## src/rtl/egd_bit_feeder.sv

```systemverilog
`default_nettype none
// ============================================================================
// Module   : egd_bit_feeder
// Purpose  : Bitstream window buffer for an Exp-Golomb decoder. Accepts 16-bit
//            MSB-first stream words and presents the next 16 unconsumed bits
//            as a window. The decoder retires 1..16 bits per cycle.
// Revision : 1.0 - initial release
// ----------------------------------------------------------------------------
// Ports
//   wb_clk_i    in   1   clock, rising edge
//   wb_rst_n    in   1   asynchronous active-low reset
//   in_data     in  16   stream word, MSB = earliest bit
//   in_valid    in   1   in_data valid
//   in_ready    out  1   a word can be accepted this cycle
//   flush       in   1   synchronous discard of all buffered bits
//   win_data    out 16   next 16 unconsumed bits, MSB-first
//   win_valid   out  1   win_data holds 16 valid bits
//   consume     in   1   retire consume_len bits
//   consume_len in   5   bits to retire, 1..16
//   fill_level  out  6   buffered valid bits, 0..32
//   bit_count   out 16   running count of retired bits (wraps)
//   err         out  1   sticky illegal-consume flag
// ============================================================================
module egd_bit_feeder (
  input  logic        wb_clk_i,
  input  logic        wb_rst_n,
  input  logic [15:0] in_data,
  input  logic        in_valid,
  output logic        in_ready,
  input  logic        flush,
  output logic [15:0] win_data,
  output logic        win_valid,
  input  logic        consume,
  input  logic [4:0]  consume_len,
  output logic [5:0]  fill_level,
  output logic [15:0] bit_count,
  output logic        err
);

  localparam logic [5:0] WORD_BITS = 6'd16;

  // Valid bits live in buf_q[31 -: fill_q]; everything below is kept zero so
  // a new word can simply be OR-ed in behind them.
  logic [31:0] buf_q,       buf_d;
  logic [5:0]  fill_q,      fill_d;
  logic [15:0] bit_count_q, bit_count_d;
  logic        err_q,       err_d;

  logic        len_legal;
  logic        consume_ok;
  logic        push;
  logic [31:0] buf_c;
  logic [5:0]  fill_c;

  assign win_data   = buf_q[31:16];
  assign win_valid  = (fill_q >= WORD_BITS);
  assign in_ready   = (fill_q <= WORD_BITS) && !flush;
  assign fill_level = fill_q;
  assign bit_count  = bit_count_q;
  assign err        = err_q;

  assign len_legal  = (consume_len != 5'd0) && (consume_len <= 5'd16);
  assign consume_ok = consume && win_valid && len_legal;
  assign push       = in_valid && in_ready;

  always_comb begin
    buf_d       = buf_q;
    fill_d      = fill_q;
    bit_count_d = bit_count_q;
    err_d       = err_q;
    buf_c       = buf_q;
    fill_c      = fill_q;

    if (flush) begin
      // flush wins over consume; push is already blocked through in_ready
      buf_d  = 32'd0;
      fill_d = 6'd0;
      err_d  = 1'b0;
    end else begin
      if (consume_ok) begin
        buf_c       = buf_q << consume_len;
        fill_c      = fill_q - {1'b0, consume_len};
        bit_count_d = bit_count_q + {11'd0, consume_len};
      end else if (consume) begin
        err_d = 1'b1;
      end
      // Push lands directly behind the bits that survive this cycle's consume.
      // in_ready guarantees fill_c <= 16, so the word fits entirely.
      if (push) begin
        buf_c  = buf_c | ({in_data, 16'd0} >> fill_c);
        fill_c = fill_c + WORD_BITS;
      end
      buf_d  = buf_c;
      fill_d = fill_c;
    end
  end

  always_ff @(posedge wb_clk_i or negedge wb_rst_n) begin
    if (!wb_rst_n) begin
      buf_q       <= 32'd0;
      fill_q      <= 6'd0;
      bit_count_q <= 16'd0;
      err_q       <= 1'b0;
    end else begin
      buf_q       <= buf_d;
      fill_q      <= fill_d;
      bit_count_q <= bit_count_d;
      err_q       <= err_d;
    end
  end

endmodule
`default_nettype wire
```

## config.mk

```make
export PLATFORM = sky130hd
export DESIGN_NAME = egd_bit_feeder
export DESIGN_NICKNAME = d
export VERILOG_FILES = /design/src/rtl/egd_bit_feeder.sv
export SDC_FILE = /design/constraint.sdc
export NUM_CORES = 1
export LEC_CHECK = 0
export CAP_MARGIN = 10
export CORE_ASPECT_RATIO = 1.2
export CORE_MARGIN = 1.5
export CORE_UTILIZATION = 59
export CTS_BUF_LIST = sky130_fd_sc_hd__clkbuf_4
export DETAILED_ROUTE_END_ITERATION = 8
export GPL_TIMING_DRIVEN = 0
export PLACE_DENSITY_LB_ADDON = 0.3
export REMOVE_ABC_BUFFERS = 1
export SETUP_SLACK_MARGIN = 0.15
export SLEW_MARGIN = 5
export SYNTH_ARGS = -nofsm -noshare
export SYNTH_HDL_FRONTEND = slang
export SYNTH_SLANG_ARGS = --single-unit
```

## constraint.sdc

```tcl
create_clock -name wb_clk_i -period 3.9 [get_ports wb_clk_i]
set_input_delay 0.585 -clock wb_clk_i [delete_from_list [all_inputs] [get_ports wb_clk_i]]
set_output_delay 0.585 -clock wb_clk_i [all_outputs]
set_load 0.005 [all_outputs]
```

==> Flow_metrics.wiki <==
{| class="wikitable"
! Metric !! Value
|-
| Core box area || ~0.0095 mm^2
|-
| Internal power || about 1400 uW
|-
| Number of nets in the layout || 747
|-
| Final cell count without fillers || 833
|-
| Launch point of the critical path || consume_len[4]
|-
| Endpoint required time on the critical path || ~4.2 ns
|-
| Dominant synthesized flop cell || sky130_fd_sc_hd__dfrtp_1
|-
| Mean cell area of the mapped netlist || about 8.5 um^2
|-
| Clk sink count || 55
|-
| Worst VDD drop || about 0.00017 V
|-
| Unique masters post-synth || 74
|-
| Element type at the critical path start || primary input
|-
| Final cycle utilization of the critical path || 0.9605
|-
| Clock insertion delay at the later pin of the skew report || slightly above 0.4 ns
|-
| Timing endpoint of the critical path || buf_q[3]$_DFF_PN0_
|-
| Total GRT Usage || 0.3641
|-
| Clock input transition at the sequential cells of the worst setup and hold paths || about 0.17 ns
|-
| Routed wire length per instance || 22.58 um
|-
| Min Tclk post-route || 3.746 ns
|-
| Initial core utilization || 0.6085
|-
| Standby leakage power || roughly 0.0025 uW
|-
| Drt first pass iters || 5
|-
| Clock Tree Root || sky130_fd_sc_hd__clkbuf_4
|-
| Startpoint of the most critical register-to-register path || fill_level[0]$_DFF_PN0_
|-
| Area growth from synthesis to final layout || 13.29%
|-
| Cells taking the most area after synthesis || sky130_fd_sc_hd__dfrtp_1 24%, sky130_fd_sc_hd__mux4_2 9.3%, sky130_fd_sc_hd__nand2_1 6.5%, sky130_fd_sc_hd__mux2i_1 5.0%, sky130_fd_sc_hd__nor2_1 3.6%
|-
| Commonest non-fill, non-tap cells in the layout || 99 x sky130_fd_sc_hd__nand2_1, 60 x sky130_fd_sc_hd__clkdlybuf4s50_1, 56 x sky130_fd_sc_hd__nor2_1
|-
| Commonest non-fill, non-tap cell in the layout || sky130_fd_sc_hd__nand2_1
|-
| Number of synthesized register bits || 55
|-
| Post-synth top area share || 0.2377
|-
| DRT Wirelength || around 19000 um
|-
| Yosys warnings || 0
|-
| TritonCTS clock tree || done
|-
| Boundary Pins || 67
|-
| Post-route clock skew || just over 0.02 ns
|-
| Number of routed nets with antenna violations || 0
|-
| Max-Slew Margin vs Limit || 0.2311
|-
| Biggest fanout along the worst timing path || 19
|-
| CP endpoint kind || register
|-
| Proportion of power drawn by combinational gates || 0.530
|-
| Reg2reg path depth || 11
|-
| Total power divided by cell area || approximately 360 mW/mm^2
|-
| DRC Markers || 0
|-
| Actual transition at the worst max-transition pin || ~1.2 ns
|-
| Class of the tightest hold or removal check || primary input to asynchronous set/reset pin
|-
| Via density || approximately 7
|-
| RD Place Congestion || 1.000
|-
| Peak clock frequency supported by timing || roughly 270 MHz
|-
| Wire length of the first global-routing pass || 29810 um
|-
| Worst reg-to-reg setup slack || approximately 0.26 ns
|-
| Fin util || 0.6894
|-
| Synth async-reset ratio || 1.000
|-
| Core Rows || 39
|-
| Clock Power Share || 0.145
|-
| Max-cap check violation count || 0
|-
| Placed cell count || around 810
|-
| Sw Ratio || 0.4209
|-
| Data arrival time at the worst-slack endpoint || 4.00 ns
|-
| Count of port buffers added during placement || between 60 and 70
|-
| Final-report hold violation count || 0
|-
| Post-synthesis instance area || 0.005791 mm^2
|-
| Total clock buffers created by CTS || 5
|-
| Horizontal extent of the die || slightly above 90 um
|-
| Status || finished clean
|-
| Half-perimeter wire length after placement || between 10000 and 15000 um
|-
| Number of setup violations in the final report || 0
|-
| Number of instances in the synthesized netlist || roughly 690
|-
| DR iter-0 viols || 609
|-
| Number of global-route vias before repair || approximately 5700
|-
| Endpoint of the worst-slack reg-to-reg timing path || buf_q[7]$_DFF_PN0_
|-
| Ratio of cells with drive above 1 in the final layout || 0.1606
|-
| Net switching power of the design || 1005 uW
|-
| Setup repair after global routing missed its margin || yes
|-
| Number of antenna violations at the first check in global routing || 0
|-
| Max-slew violation total from the final report || 0
|-
| GRT overflow || 0
|-
| Share of power burned in registers || 0.325
|-
| Antenna diode count || 0
|-
| CTS Hold Bufs || 0
|-
| H-tree levels || 2
|-
| Part of the Yosys area used for sequential elements || 0.2377
|-
| Buffer levels on the longest clock path || 2
|-
| Pin count of the biggest net entering global routing || between 40 and 50
|-
| Vertical die dimension || between 100 and 150 um
|-
| Die Outline Area || 0.01042 mm^2
|-
| Synth area leader || sky130_fd_sc_hd__dfrtp_1
|-
| Routed via count || 5996
|-
| Worst Path Class, Setup || primary input to register
|-
| Count of flip-flops with a built-in enable after synthesis || 0
|}
worst max-delay path: stages:
cell                              delay [ns]
sky130_fd_sc_hd__clkdlybuf4s50_1        0.75
sky130_fd_sc_hd__nor3_4                 0.66
sky130_fd_sc_hd__buf_16                 0.23
sky130_fd_sc_hd__nor2_4                 0.12
sky130_fd_sc_hd__a311oi_1               0.63
sky130_fd_sc_hd__o22a_1                 0.24
sky130_fd_sc_hd__o21ai_0                0.22
sky130_fd_sc_hd__mux2i_1                0.40
sky130_fd_sc_hd__o22ai_1                0.15
logic make-up after synthesis:
group           Yosys count  share of synthesized area
simple gates            233                     0.1873
compound gates          217                     0.2753
buf+inv                  81                    0.06936
mux                      69                     0.1746
flops                    55                     0.2377
xor+xnor                 18                    0.02723
fa+ha+maj                12                    0.02852
state kept, by name, summed over array words and instances (netlist names):
signal / cells
bit_count: 16
err: 1
buf_q: 32
fill_level: 6
Yosys cell counts, types with 5 or more instances:
| master | n |
|---|---|
| sky130_fd_sc_hd__nand2_1 | 100 |
| sky130_fd_sc_hd__nor2_1 | 56 |
| sky130_fd_sc_hd__dfrtp_1 | 55 |
| sky130_fd_sc_hd__a21oi_1 | 40 |
| sky130_fd_sc_hd__clkbuf_1 | 30 |
| sky130_fd_sc_hd__mux2i_1 | 29 |
| sky130_fd_sc_hd__a22oi_1 | 24 |
| sky130_fd_sc_hd__mux4_2 | 24 |
| sky130_fd_sc_hd__o21ai_0 | 24 |
| sky130_fd_sc_hd__o22ai_1 | 23 |
| sky130_fd_sc_hd__buf_4 | 20 |
| sky130_fd_sc_hd__nor3_1 | 18 |
| sky130_fd_sc_hd__mux2_2 | 16 |
| sky130_fd_sc_hd__nand3_1 | 16 |
| sky130_fd_sc_hd__inv_1 | 15 |
| sky130_fd_sc_hd__xnor2_1 | 14 |
| sky130_fd_sc_hd__buf_2 | 12 |
| sky130_fd_sc_hd__a211oi_1 | 11 |
| sky130_fd_sc_hd__ha_1 | 10 |
| sky130_fd_sc_hd__and3_1 | 8 |
| sky130_fd_sc_hd__and2_1 | 7 |
| sky130_fd_sc_hd__a221oi_1 | 6 |
| sky130_fd_sc_hd__a22o_1 | 6 |
| sky130_fd_sc_hd__a311o_1 | 6 |
| sky130_fd_sc_hd__o221ai_1 | 6 |
| sky130_fd_sc_hd__o32ai_1 | 6 |
| sky130_fd_sc_hd__a311oi_1 | 5 |
| sky130_fd_sc_hd__o211ai_1 | 5 |
| sky130_fd_sc_hd__o21a_1 | 5 |
cell type report:
class | count | area, um^2
well taps | 123 | 153.9
clock buffers | 6 | 45.04
clock inverters | 2 | 38.79
fillers | 765 | 2955
inverters | 16 | 72.57
multi-input cells | 551 | 4089
repair inverters | 2 | 10.01
flip-flops and latches | 55 | 1378
repair buffers | 78 | 773.2
per-stage QoR:
stage | power [uW] | TNS, ns | cell area [um^2] | hold slack [ns] | setup WS [ns]
after floorplan | 1489 | 0 | 5449 | 0.2894 | 0.5526
after global placement | 1929 | -124.61 | 6264 | 0.4573 | -2.892
after detailed placement | 1982 | -68.53 | 6317 | 0.4674 | -2.229
after CTS | 2344 | 0 | 6492 | 0.1865 | 0.1595
after global routing | 2513 | 0 | 6560 | 0.2121 | 0.08908
final | 2387 | 0 | 6560 | 0.1820 | 0.1540
per-layer routing:
| layer | GRT usage | part of all wire | vias to the layer above |
|---|---|---|---|
| li1 | - | - | 2645 |
| met3 | 0.05464 | 0.090 | 89 |
| met5 | 0 | 0 | - |
| met2 | 0.6179 | 0.49 | 400 |
| met1 | 0.4449 | 0.37 | 2862 |
| met4 | 0.1808 | 0.051 | 0 |
how the worst min path moves through the flow:
| stage | endpoint |
|---|---|
| 2_1_floorplan | bit_count[0]$_DFFE_PN0P_ |
| 3_3_place_gp | bit_count[15]$_DFFE_PN0P_ |
| 3_5_place_dp | bit_count[15]$_DFFE_PN0P_ |
| 4_1_cts | buf_q[22]$_DFF_PN0_ |
| 5_1_grt | buf_q[22]$_DFF_PN0_ |
| 6_report | buf_q[23]$_DFF_PN0_ |
power by group through the flow:
stage               registers [uW]  clock network (uW)  logic [uW]
floorplan                      756                   0         733
global placement               772                   0        1160
detailed placement             782                   0        1200
CTS                            772                 347        1230
global route                   789                 364        1360
finish                         775                 346        1270
what timing repair did:
action	in CTS	in global routing
endpoints found under the hold margin	0	0
endpoints found under the setup margin	52	31
resized for setup	21	8
pin swaps	2	2
setup buffers	1	8
gates cloned	4	0
No activity file was read; power rests on OpenSTA's default activity.
